<file path="src/rtl/reg_file_rw.sv">
// Integer register file fed by the MEM/WB write-back, with two registered ID read ports.
// Optional write-through bypass and stall refresh are enabled by defining REG_FILE_BYPASS_EN.
module reg_file_rw #(
  parameter int DATA_W   = 32,
  parameter int ADDR_W   = 5,
  parameter int NREG     = 32,
  parameter int STALL_W  = 6,
  parameter int ID_STALL = 1
) (
  input  logic              clk,
  input  logic              rst,
  input  logic [STALL_W-1:0] stall_state,
  input  logic              modify_flag,
  input  logic [ADDR_W-1:0] modify_address,
  input  logic [DATA_W-1:0] modify_data,
  input  logic              read1_flag,
  input  logic [ADDR_W-1:0] read1_address,
  input  logic              read2_flag,
  input  logic [ADDR_W-1:0] read2_address,
  output logic [DATA_W-1:0] read1_data,
  output logic [DATA_W-1:0] read2_data
);

  logic [DATA_W-1:0] regs_r [NREG];
  logic [ADDR_W-1:0] held_addr1_r;
  logic [ADDR_W-1:0] held_addr2_r;
  logic              held_flag1_r;
  logic              held_flag2_r;
  logic [DATA_W-1:0] src1_s;
  logic [DATA_W-1:0] src2_s;
  logic              wr_en_s;
  logic              refresh1_s;
  logic              refresh2_s;
  logic              unused_s;

  // Held indices are only consumed by the bypass refresh; other stall bits are don't-care.
  assign unused_s = ^{stall_state, held_addr1_r, held_addr2_r, held_flag1_r, held_flag2_r};

  assign wr_en_s = modify_flag && (modify_address != {ADDR_W{1'b0}});

  // Read source selection for both ports, with x0 forced to zero.
  always_comb begin
    src1_s     = {DATA_W{1'b0}};
    src2_s     = {DATA_W{1'b0}};
    refresh1_s = 1'b0;
    refresh2_s = 1'b0;
    if (read1_address == {ADDR_W{1'b0}}) begin
      src1_s = {DATA_W{1'b0}};
`ifdef REG_FILE_BYPASS_EN
    end else if (wr_en_s && (modify_address == read1_address)) begin
      src1_s = modify_data;
`endif
    end else begin
      src1_s = regs_r[read1_address];
    end
    if (read2_address == {ADDR_W{1'b0}}) begin
      src2_s = {DATA_W{1'b0}};
`ifdef REG_FILE_BYPASS_EN
    end else if (wr_en_s && (modify_address == read2_address)) begin
      src2_s = modify_data;
`endif
    end else begin
      src2_s = regs_r[read2_address];
    end
`ifdef REG_FILE_BYPASS_EN
    // A write landing on a held operand during a stall must not leave it stale.
    refresh1_s = held_flag1_r && wr_en_s && (modify_address == held_addr1_r);
    refresh2_s = held_flag2_r && wr_en_s && (modify_address == held_addr2_r);
`else
    refresh1_s = 1'b0;
    refresh2_s = 1'b0;
`endif
  end

  // Register array, held read state and registered operands.
  always_ff @(posedge clk) begin
    if (!rst) begin
      for (int i = 0; i < NREG; i++) begin
        regs_r[i] <= {DATA_W{1'b0}};
      end
      held_addr1_r <= {ADDR_W{1'b0}};
      held_addr2_r <= {ADDR_W{1'b0}};
      held_flag1_r <= 1'b0;
      held_flag2_r <= 1'b0;
      read1_data   <= {DATA_W{1'b0}};
      read2_data   <= {DATA_W{1'b0}};
    end else begin
      if (wr_en_s) begin
        regs_r[modify_address] <= modify_data;
      end else begin
        regs_r[modify_address] <= regs_r[modify_address];
      end
      if (!stall_state[ID_STALL]) begin
        held_addr1_r <= read1_address;
        held_addr2_r <= read2_address;
        held_flag1_r <= read1_flag;
        held_flag2_r <= read2_flag;
        read1_data   <= read1_flag ? src1_s : {DATA_W{1'b0}};
        read2_data   <= read2_flag ? src2_s : {DATA_W{1'b0}};
      end else begin
        if (refresh1_s) begin
          read1_data <= modify_data;
        end else begin
          read1_data <= read1_data;
        end
        if (refresh2_s) begin
          read2_data <= modify_data;
        end else begin
          read2_data <= read2_data;
        end
      end
    end
  end

endmodule
</file>
<file path="config.mk">
export PLATFORM = sky130hd
export DESIGN_NAME = reg_file_rw
export DESIGN_NICKNAME = d
export VERILOG_FILES = /design/src/rtl/reg_file_rw.sv
export SDC_FILE = /design/constraint.sdc
export NUM_CORES = 2
export LEC_CHECK = 0
export ABC_CLOCK_PERIOD_IN_PS = 4450
export BUFFER_PORTS_ARGS = -buffer_cell sky130_fd_sc_hd__buf_2
export CORE_MARGIN = 3
export CORE_UTILIZATION = 25
export DETAILED_ROUTE_END_ITERATION = 10
export HOLD_SLACK_MARGIN = 0.03
export PLACE_DENSITY = 0.48
export SLEW_MARGIN = 0
export SYNTH_ARGS = -nofsm -noshare
export SYNTH_HDL_FRONTEND = slang
export SYNTH_SLANG_ARGS = --single-unit
</file>
<file path="constraint.sdc">
create_clock -name clk -period 4.45 [get_ports clk]
set_clock_uncertainty 0.15 [all_clocks]
set_input_delay 0.2225 -clock clk [delete_from_list [all_inputs] [get_ports clk]]
set_output_delay 0.2225 -clock clk [all_outputs]
set_load 0.01 [all_outputs]
</file>
Yosys cells after proc, flatten, opt, wreduce, memory -nomap -nowiden
Memory sizes are Yosys's and may differ from the RTL's.
Index checks and enable logic that the tools add are counted.
Storage, ports and cells
  bits in registers: 64
  bits in writable memories: 1024
  bits of input ports: 58
  memories kept: 1
Memory list
  regs_r: words 32, width 32, read ports 2, clocked after Yosys merged registers in 0, write ports 32, line 24  | logic [DATA_W-1:0] regs_r [NREG];
Operators by class
  eq/ne operators: 1
  multiplexer cells: 15
  bitwise operators: 1
  reduce and logical (&&, ||, !) cells: 6
Operator list (number)
  $mux W32: 6
  $reduce_or A32 Y1: 1
  $logic_not A5 Y1: 2
  $mux W1: 8
  $mux W5: 1
  $reduce_bool A5 Y1: 1
  $reduce_and A2 Y1: 1
  $logic_and A1 B1 Y1: 1
  $ne A0 B0 Y1: 1
  $or A1 B1 Y1: 1

Longest topological paths before layout
  depth in word-level cells: 9
  gate-level depth with buffers: 10
  gate-level depth less buffers: 5

Worst setup path before layout
No wires, ideal clock.
  path kind: input-to-reg
  start: input port rst
  end: memory regs_r[24][0], enable pin
  setup time: 0.466 ns
  arrival time: 3.428 ns
  path slack: 0.407 ns
  stages: 5
  cells stage by stage: clkbuf_1 nand2_1 or3_1 clkbuf_1 o21ai_0
RTL lines
  start, declared: line 11  | input logic rst,
  end, declared: line 24

Final worst setup path
  start: input port read1_address[3]
  end: register read1_data[24]
On the way
  word-level cells in the longest chain between the ends: 3
  elaborated cells between the ends (all ways): 4
  those cells by class: mux: 2; reduce/logical: 1; memory: 1
RTL lines
  start, declared: line 17  | input logic [ADDR_W-1:0] read1_address,
  $mem_v2 Z32 W32 or $logic_not A5 Y1 (tied branches)
  $mux W32 *: line 47  | if (read1_address == {ADDR_W{1'b0}}) begin
  $mux W32 *: line 98  | read1_data <= read1_flag ? src1_s : {DATA_W{1'b0}};
  end signal, assigned: line 98
  end signal, assigned: line 102  | read1_data <= modify_data;
  end signal, assigned: line 104  | read1_data <= read1_data;
  end, declared: line 20  | output logic [DATA_W-1:0] read1_data,
Every way passes the cells marked *; elsewhere a longest branch is shown, timed or not.
A chain may end at the register's enable or synchronous reset.

==> flow_summary.yaml <==
sta:
  finalCriticalPeriod_ps: 3020
  grt_setup_unrepaired: "no"
  hold_ws_ps: 122
  fin_setup_tns_ps: 0
  relSlewSlack: 0.266
  fmax_mhz: 331
  setup_violations: 0
  finalCritPeriodShare: 0.678
  tightest_slew_ps: 1090
  slew_violations: 0
  setup_ws_ps: 1430
  hold_violations: 0
detailed_routing:
  drc: 0
  wl_per_cell_um: 34.0
  postRouteWirelength_um: 237000
  vias: 36700
  via_per_inst: 5.26
  firstDrtPassIters: 6
  drtIter0Drc: 4711
  ant_nets: 0
grt:
  grt_use_total: 0.201
  antenna_found_initial: 48
  met2_usage: 0.319
  met1_usage: 0.277
  grt_max_degree: 63
  first_global_vias: 36600
  use_met3: 0.0300
  overflow: 0
  grt_pass1_wl_um: 320000
  busiest_layer: "met2"
power:
  ir_drop_mv: 0.305
  leakagePower_nw: 22.9
  p_per_area_nw_per_um2: 389
placed_design:
  pre_cts_ws_ps: 1260
  dp_cells: 6690
  place.gp.congestion: 0.815
  numPortBuffers: 116
  dpl_cell_area_um2: 61500
  dpl.hpwl_um: 147000
finish:
  layout.cells.non_filler: 6975
  fillCellCount: 22200
  nNetsFinal: 3934
  fin_area_um2: 66100
  drive_above_1_share: 0.250
  multiInputGateArea_um2: 23100
  seq_area_um2: 32000
  area_delta_synth_final_pct: 17.7
logic_synthesis:
  synth.area.top_cells: "edfxtp_1 (55%), mux4_2 (16%), and2_1 (11%)"
  ys_seq_area_frac: 0.570
  postSynthAreaPerCell_um2: 14.9
  synth_top_area_share: 0.547
  async_flop_share: 0
  synth_common_cells: "edfxtp_1 (1024), and2_1 (995), mux4_2 (398)"
  synth_top_flop_cell: "edfxtp_1"
  ys_ff_latch: 1088
  synth_cells: 3784
  ys.warnings.count: 0
  synth_cell_types: 50
  syn_area_um2: 56200
  synth-edff-count: 1024
  yosysTopAreaCell: "edfxtp_1"
  synth_most_common_cell: "edfxtp_1"
cts:
  postCtsHoldBufs: 38
  clockRootBuffer: "clkbuf_16"
  cts_tree: "yes"
  cts.htree.levels: 3
  cts_resized: 0
  cts_buffers: 121
  cts_buffer_depth: 3
  worst_skew_pair.late_latency_ps: 770
  cts_setup_buffers: 0
  clk_pin_slew_ps: 70
  cts.sinks: 1088
flow_run:
  drv_cap: 0
floorplanning:
  start_util: 0.252
  die_area_um2: 231000
  core-area_um2: 223000
  io_pins: 122
  num_rows: 173
  dieHeight_um: 480
  die_x_um: 480
critical_path:
  crit_fanout: 23
  critPathArrivalTime_ps: 3580
  cp.required_ps: 5010
  crit_type: "in -> reg"
  start_kind: "input port"
  crit_path_end_kind: "register"
status:
  outcome: "completed"
worst_hold_path:
  holdCritPathClass: "in -> reg"
## path summary, 6_finish.rpt
| path | to | depth (start not counted) | slack, ps | startpoint |
|---|---|---|---|---|
| min | read1_data[8] | 4 | 120 | read1_address[4] |
| min reg2reg | read1_data[10] | 1 | 300 | read1_data[10] |
| max reg2reg | read2_data[25] | 4 | 2220 | regs_r[17][25] |
| max | read1_data[24] | 8 | 1430 | read1_address[3] |
## final cells by class
| class | instances | area share |
|---|---|---|
| clock inverter | 57 | 0.0110 |
| sequential | 1088 | 0.484 |
| multi-input combinational | 2319 | 0.349 |
| timing repair buffer | 344 | 0.0456 |
| tap | 2975 | 0.0563 |
| clock buffer | 169 | 0.0526 |
| antenna | 21 | 0.000795 |
| inverter | 2 | 0.000189 |
## layout by cell type, fill, tap and decap left out, types with 47 or more instances in the layout
cell type  Yosys  layout
a221oi_1      67      67
and2_1       995     993
buf_2         51     108
buf_4         32     147
clkbuf_16      0     122
dfxtp_1       64      64
edfxtp_1    1024    1024
mux2i_1      291     291
mux4_2       398     398
nand2_1       47      47
## flip-flops by register name, indices dropped and copies added (netlist names)
name / count
regs_r: 1024
read1_data: 32
read2_data: 32
## metrics by stage
stage,total power [mW],utilization
5_1_grt,26.4,0.296
4_1_cts,25.9,0.296
6_report,25.8,0.297
3_3_place_gp,15.1,0.276
3_5_place_dp,15.1,0.276
2_1_floorplan,13.8,-
## worst max-delay path: stages
cell and delay [ps]:
dlygate4sd3_1 520, buf_2 380, nor2b_4 690, buf_4 590, a22oi_1 230, a221oi_1 530
buf_4 250, a21o_1 100
## logic make-up (layout without fill, tap and decap cells)
| group | after synthesis | count (layout) | share of synthesized area |
|---|---|---|---|
| DFF | 1088 | 1088 | 0.570 |
| buffers and inverters | 408 | 572 | 0.0327 |
| AOI/OAI and AO/OA | 424 | 424 | 0.0577 |
| and+or+nand+nor | 1153 | 1153 | 0.124 |
| muxes | 710 | 710 | 0.216 |
| other | 1 | 53 | 0.0000667 |
## power by group
group	total [mW]	internal, mW	switching, mW
clock network	10.8	6.39	4.40
logic	2.89	1.14	1.75
registers	12.1	11.8	0.314
## layer usage
metal | share of wire | routed length, um
met5 | 0.00011 | 27
met4 | 0.044 | 10300
met3 | 0.073 | 17300
met2 | 0.46 | 110000
met1 | 0.42 | 99300
Power figures use the tool's default switching activity.
